--- src/rtl/vram_pkg.sv ---
// Shared constants and FSM state encoding for the video RAM arbiter.
package vram_pkg;

    localparam int ADDR_W  = 13;
    localparam int DATA_W  = 8;
    localparam int STALL_W = 16;

    typedef enum logic [2:0] {
        IDLE,
        VGA_ACC,
        VGA_CAP,
        CPU_ACC,
        CPU_CAP
    } state_t;

endpackage

--- src/rtl/vram_req_sync.sv ---
// Synchroniser for the pixel-domain fetch strobe plus a rising-edge detector.
// req_rise is a single cpu_clk pulse for each low-to-high transition of vga_req.
module vram_req_sync #(
    parameter int SYNC_STAGES = 2
) (
    input  logic cpu_clk,
    input  logic reset,
    input  logic vga_req,
    output logic req_rise
);

    logic [SYNC_STAGES-1:0] sync_q;
    logic                   sync_d;

    // Flop chain into the cpu_clk domain, then one delay flop for edge detection
    always_ff @(posedge cpu_clk) begin
        if (reset) begin
            sync_q <= '0;
            sync_d <= 1'b0;
        end else begin
            sync_q <= {sync_q[SYNC_STAGES-2:0], vga_req};
            sync_d <= sync_q[SYNC_STAGES-1];
        end
    end

    assign req_rise = sync_q[SYNC_STAGES-1] & ~sync_d;

endmodule

--- src/rtl/vram_arbiter.sv ---
// Arbitrates the single-port video RAM between the 6502 bus and the VGA fetch port.
// VGA wins at IDLE; an in-flight CPU access is never preempted.
// Optional: define VRAM_STALL_CNT_EN to add the stall_count output.
module vram_arbiter #(
    parameter int ADDR_W      = vram_pkg::ADDR_W,
    parameter int DATA_W      = vram_pkg::DATA_W,
    parameter int SYNC_STAGES = 2
) (
    input  logic              cpu_clk,
    input  logic              reset,
    input  logic              vga_req,
    input  logic [ADDR_W-1:0] vga_addr,
    output logic [DATA_W-1:0] vga_data,
    input  logic              cpu_cs,
    input  logic              cpu_we,
    input  logic [ADDR_W-1:0] cpu_addr,
    input  logic [DATA_W-1:0] cpu_din,
    output logic [DATA_W-1:0] cpu_dout,
    output logic              cpu_ready,
    output logic              ram_en,
    output logic              ram_we,
    output logic [ADDR_W-1:0] ram_addr,
    output logic [DATA_W-1:0] ram_wdata,
    input  logic [DATA_W-1:0] ram_rdata
`ifdef VRAM_STALL_CNT_EN
    ,
    output logic [vram_pkg::STALL_W-1:0] stall_count
`endif
);

    import vram_pkg::*;

    state_t            state;
    state_t            state_nxt;
    logic              vga_rise;
    logic              vga_pend;
    logic              cpu_done;
    logic [DATA_W-1:0] cpu_dout_q;

    vram_req_sync #(
        .SYNC_STAGES(SYNC_STAGES)
    ) u_req_sync (
        .cpu_clk (cpu_clk),
        .reset   (reset),
        .vga_req (vga_req),
        .req_rise(vga_rise)
    );

    // State register
    always_ff @(posedge cpu_clk) begin
        if (reset) state <= IDLE;
        else       state <= state_nxt;
    end

    // Next-state logic and RAM port decode
    always_comb begin
        state_nxt = state;
        ram_en    = 1'b0;
        ram_we    = 1'b0;
        ram_addr  = '0;
        ram_wdata = '0;
        cpu_ready = 1'b0;
        case (state)
            IDLE: begin
                if (vga_pend)                 state_nxt = VGA_ACC;
                else if (cpu_cs && !cpu_done) state_nxt = CPU_ACC;
            end
            VGA_ACC: begin
                ram_en    = 1'b1;
                ram_addr  = vga_addr;
                state_nxt = VGA_CAP;
            end
            VGA_CAP: begin
                state_nxt = IDLE;
            end
            CPU_ACC: begin
                ram_en    = 1'b1;
                ram_we    = cpu_we;
                ram_addr  = cpu_addr;
                ram_wdata = cpu_din;
                state_nxt = CPU_CAP;
            end
            CPU_CAP: begin
                cpu_ready = 1'b1;
                state_nxt = IDLE;
            end
            default: state_nxt = IDLE;
        endcase
    end

    // Pending VGA request; a new edge in VGA_ACC wins over the clear
    always_ff @(posedge cpu_clk) begin
        if (reset)                 vga_pend <= 1'b0;
        else if (vga_rise)         vga_pend <= 1'b1;
        else if (state == VGA_ACC) vga_pend <= 1'b0;
    end

    // Blocks a second access while the CPU keeps cs high after ready
    always_ff @(posedge cpu_clk) begin
        if (reset)                 cpu_done <= 1'b0;
        else if (!cpu_cs)          cpu_done <= 1'b0;
        else if (state == CPU_CAP) cpu_done <= 1'b1;
    end

    // Capture registers for fetched VGA byte and CPU read data
    always_ff @(posedge cpu_clk) begin
        if (reset) begin
            vga_data   <= '0;
            cpu_dout_q <= '0;
        end else begin
            if (state == VGA_CAP)            vga_data   <= ram_rdata;
            if (state == CPU_CAP && !cpu_we) cpu_dout_q <= ram_rdata;
        end
    end

    // RAM data bypasses the capture register during the ready cycle so the
    // read byte is valid while cpu_ready=1; it is held afterwards.
    always_comb begin
        cpu_dout = cpu_dout_q;
        if (state == CPU_CAP && !cpu_we) cpu_dout = ram_rdata;
    end

`ifdef VRAM_STALL_CNT_EN
    // Saturating count of cycles the CPU waits for the RAM
    always_ff @(posedge cpu_clk) begin
        if (reset) begin
            stall_count <= '0;
        end else if (cpu_cs && !cpu_done && state != CPU_ACC && state != CPU_CAP
                     && stall_count != '1) begin
            stall_count <= stall_count + 1'b1;
        end
    end
`endif

endmodule
--- config.mk ---
export PLATFORM = sky130hd
export DESIGN_NAME = vram_arbiter
export DESIGN_NICKNAME = d
export VERILOG_FILES = /design/src/rtl/vram_pkg.sv /design/src/rtl/vram_req_sync.sv /design/src/rtl/vram_arbiter.sv
export SDC_FILE = /design/constraint.sdc
export NUM_CORES = 1
export LEC_CHECK = 0
export ABC_AREA = 1
export CELL_PAD_IN_SITES_DETAIL_PLACEMENT = 1
export CELL_PAD_IN_SITES_GLOBAL_PLACEMENT = 1
export CORE_MARGIN = 2
export CORE_UTILIZATION = 24
export CTS_CLUSTER_DIAMETER = 80
export CTS_CLUSTER_SIZE = 28
export DETAILED_ROUTE_END_ITERATION = 10
export HOLD_SLACK_MARGIN = 0.03
export PLACE_DENSITY = 0.81
export REMOVE_ABC_BUFFERS = 1
export SYNTH_ARGS = -nofsm -noshare
export SYNTH_HDL_FRONTEND = slang
export SYNTH_SLANG_ARGS = --single-unit
--- constraint.sdc ---
create_clock -name cpu_clk -period 2.6 [get_ports cpu_clk]
set_input_delay 0.52 -clock cpu_clk [delete_from_list [all_inputs] [get_ports cpu_clk]]
set_output_delay 0.52 -clock cpu_clk [all_outputs]
set_load 0.03 [all_outputs]
==> summary.md, run 1 <==
| Metric | Value |
|---|---|
| Required @ worst endpoint | 2.08 ns |
| Vias in the first global route | 1603 |
| H-tree Lvls | 1 |
| CP max FO | 10 |
| Cts bufs inserted | 3 |
| Commonest cells post-synth | inv_1 (67), nand2_1 (30), nor2_1 (27), dfxtp_1 (24), nand4_1 (16) |
| Max cap viols | 0 |
| Setup-failing EPs final | 0 |
| RSZ-0062 raised after global routing | false |
| Mapped cell area | around 1300 sq um |
| Largest buffer count on any clock path | 2 |
| CTS tree | done |
| Total number of vias | ~1500 |
| Core area | 5140 sq um |
| Clk_skew | 0.00287 ns |
| Synth Instances | 205 |
| Post-route cell area | 2250 sq um |
| P&R area growth vs syn | 74.1% |
| Primary FF master, synth | dfxtp_1 |
| Die Y | 77.4 um |
| Routability Congestion | between 0.7 and 0.8 |
| Post-synth EDFFs | 0 |
| Crit. End Element | primary output |
| Min cycle time layout | 2.47 ns |
| Sequential area share after synthesis | a little under two fifths |
| DP Wirelength | 3320 um |
| DR iter-0 viols | slightly above 40 |
| Max rail drop VDD | 0.186 mV |
| Worst path cell trace | clkdlybuf4s50_1 > clkinvlp_4 > nand3_4 > nand2_1 > nand2_1 > inv_1 > dlygate4sd2_1 |
| Max stage delay on crit path | 0.51 ns |
| Seq cells post-synth | 24 |
| Crit path DAT | between 1.5 and 2 ns |
| Most frequent CP cell | nand2_1 |
| Skew-Pair Late Insertion Delay | 0.26 ns |
| Antenna Cells | 0 |
| Initial antenna violation count | 0 |
| First drt pass iteration count | 4 |
| PwrDens | 462 nW/um^2 |
| Drt total wl | 4080 um |
| Die Area | 5990 sq um |
| Non-filler cells in the finished layout | 362 |
| Area share of the largest cell type after synthesis | roughly 37% |
| Synth Area per Inst | between 6 and 7 sq um |
| Outcome | complete, no violations |
| Max-slew violations | 0 |
| Setup CP Type | input port to primary output |
| Post-Place Cell Area | 2210 sq um |
| Async SR Flop Fraction | 0% |
| Filler Cell Count | 691 |
| Port bufs | 86 |
| Synth area leaders | dfxtp_1 (37%), inv_1 (19%), nand2_1 (8.7%) |
| Leak Pwr | 0.00117 uW |
| Clock transition at the registers of the reported paths | roughly 0.080 ns |
| Routed len/inst | 11.3 um |
| Count leader, synth | inv_1 |
| Slew HR | 57.2% |
| FMAX | 404 MHz |
| Starting density of the core | 25.2% |
| Synth area leader | dfxtp_1 |
| Clock root buffer | clkbuf_8 |
| Io pins | 87 |
| Row cnt | 26 |
| Share of cells above drive strength 1 | 10.3% |
| Largest net degree at the start of global routing | 17 |
| First-pass GRT wire length | 6950 um |
| DRC | 0 |
| Final Util | 43.8% |
| Slew @ Worst Pin | 0.640 ns |
| DIE WIDTH | 77.4 um |
| Nets | around 340 |
| Placed cells | 359 |
| ANT nets after route | 0 |
| Gr usage total | 14.3% |
| Synth Warn # | 0 |
| Total clock sinks | 24 |
| Startpoint types | input port |
| Fin crit share | 95.1% |
| Final Power | 1040 uW |
| Vias per cell | about 4.2 |
| Slowest CP cell | clkdlybuf4s50_1 |
| Synth unique cells | 17 |
| Count of final hold-check violations | 0 |
| Worst min path class | register to register |
| Grt ovf | 0 |
path summary, 6_finish.rpt:
kind                   startpoint              endpoint  slack [ns]  cells after the start
max                        cpu_we           cpu_dout[2]        0.13                      7
min          u_req_sync.sync_q[0]  u_req_sync.sync_q[1]        0.42                      2
max reg2reg              state[2]              vga_pend        1.10                      5
min reg2reg  u_req_sync.sync_q[0]  u_req_sync.sync_q[1]        0.42                      2
report_power, final:
group          total (uW)  internal, uW  switching, uW  leakage (uW)
combinational         419           181            238      0.000956
sequential            409           390           18.7      0.000195
clock                 214           103            110     0.0000216
sequential cells by signal (all words and copies together), names as in the netlist:
name,count
cpu_dout_q,8
cpu_done,1
u_req_sync.sync_q,2
vga_pend,1
state,3
vga_data,8
u_req_sync.sync_d,1
per-layer routing:
layer	vias up	share of wire (%)	track usage [%]
met3	4	8.3	5.70
met2	57	49	26.9
met5	-	0	0
met1	669	42	15.0
met4	0	1.0	2.68
li1	792	-	-
cells by family (layout without fill, tap and decap cells):
logic type             Yosys count  count (layout)  synth area share [%]
flip-flops                      24              24                  37.1
AO/OA/AOI/OAI                   25              25                  11.1
AND/OR/NAND/NOR                 78              78                  27.9
buffers and inverters           78             165                  23.9
through the flow:
stage / worst slack [ns] / TNS (ns) / hold WS, ns
floorplan: 0.501 / 0 / 0.388
global placement: -0.131 / -0.949 / 0.392
detailed placement: -0.157 / -1.12 / 0.410
CTS: 0.0708 / 0 / 0.421
global route: 0.0128 / 0 / 0.442
finish: 0.127 / 0 / 0.416
critical path: cells and delay by family:
family | cells | cell delay [ns]
buffers and inverters | 4 | 1.09
and+or+nand+nor | 3 | 0.33
what timing repair did:
action                     in CTS  in global routing
setup buffers                   0                  0
resized for setup               8                  2
hold buffers                    0                  0
setup endpoints to repair       8                  8
layout make-up:
type / count / area [sq um] / area share (%)
repair buffers: 93 / 868 / 38.6
multi-input cells: 103 / 512 / 22.7
flip-flops and latches: 24 / 480 / 21.3
inverters: 69 / 263 / 11.7
well taps: 70 / 87.6 / 3.89
clock buffers: 3 / 41.3 / 1.83
cell usage in the layout (no fill, tap or decap), drive strengths merged:
| master | n |
|---|---|
| inv | 68 |
| clkdlybuf4s50 | 64 |
| nand2 | 30 |
| nor2 | 28 |
| dfxtp | 24 |
| buf | 21 |
| nand4 | 16 |
| o22ai | 13 |
| a21oi | 11 |
| dlygate4sd2 | 8 |
| nand3 | 4 |
| clkbuf | 3 |
| clkinvlp | 1 |
| o211ai | 1 |
No activity file was read; power rests on OpenSTA's default activity.
==> run 2: changes to the inputs <==
--- a/config.mk
+++ b/config.mk
@@ -13,7 +13,6 @@
 export CTS_CLUSTER_DIAMETER = 80
 export CTS_CLUSTER_SIZE = 28
 export DETAILED_ROUTE_END_ITERATION = 10
-export HOLD_SLACK_MARGIN = 0.03
 export PLACE_DENSITY = 0.81
 export REMOVE_ABC_BUFFERS = 1
 export SYNTH_ARGS = -nofsm -noshare
==> results of run 2 <==
No change in the layout: final DEF, timing and power equal those of run 1.
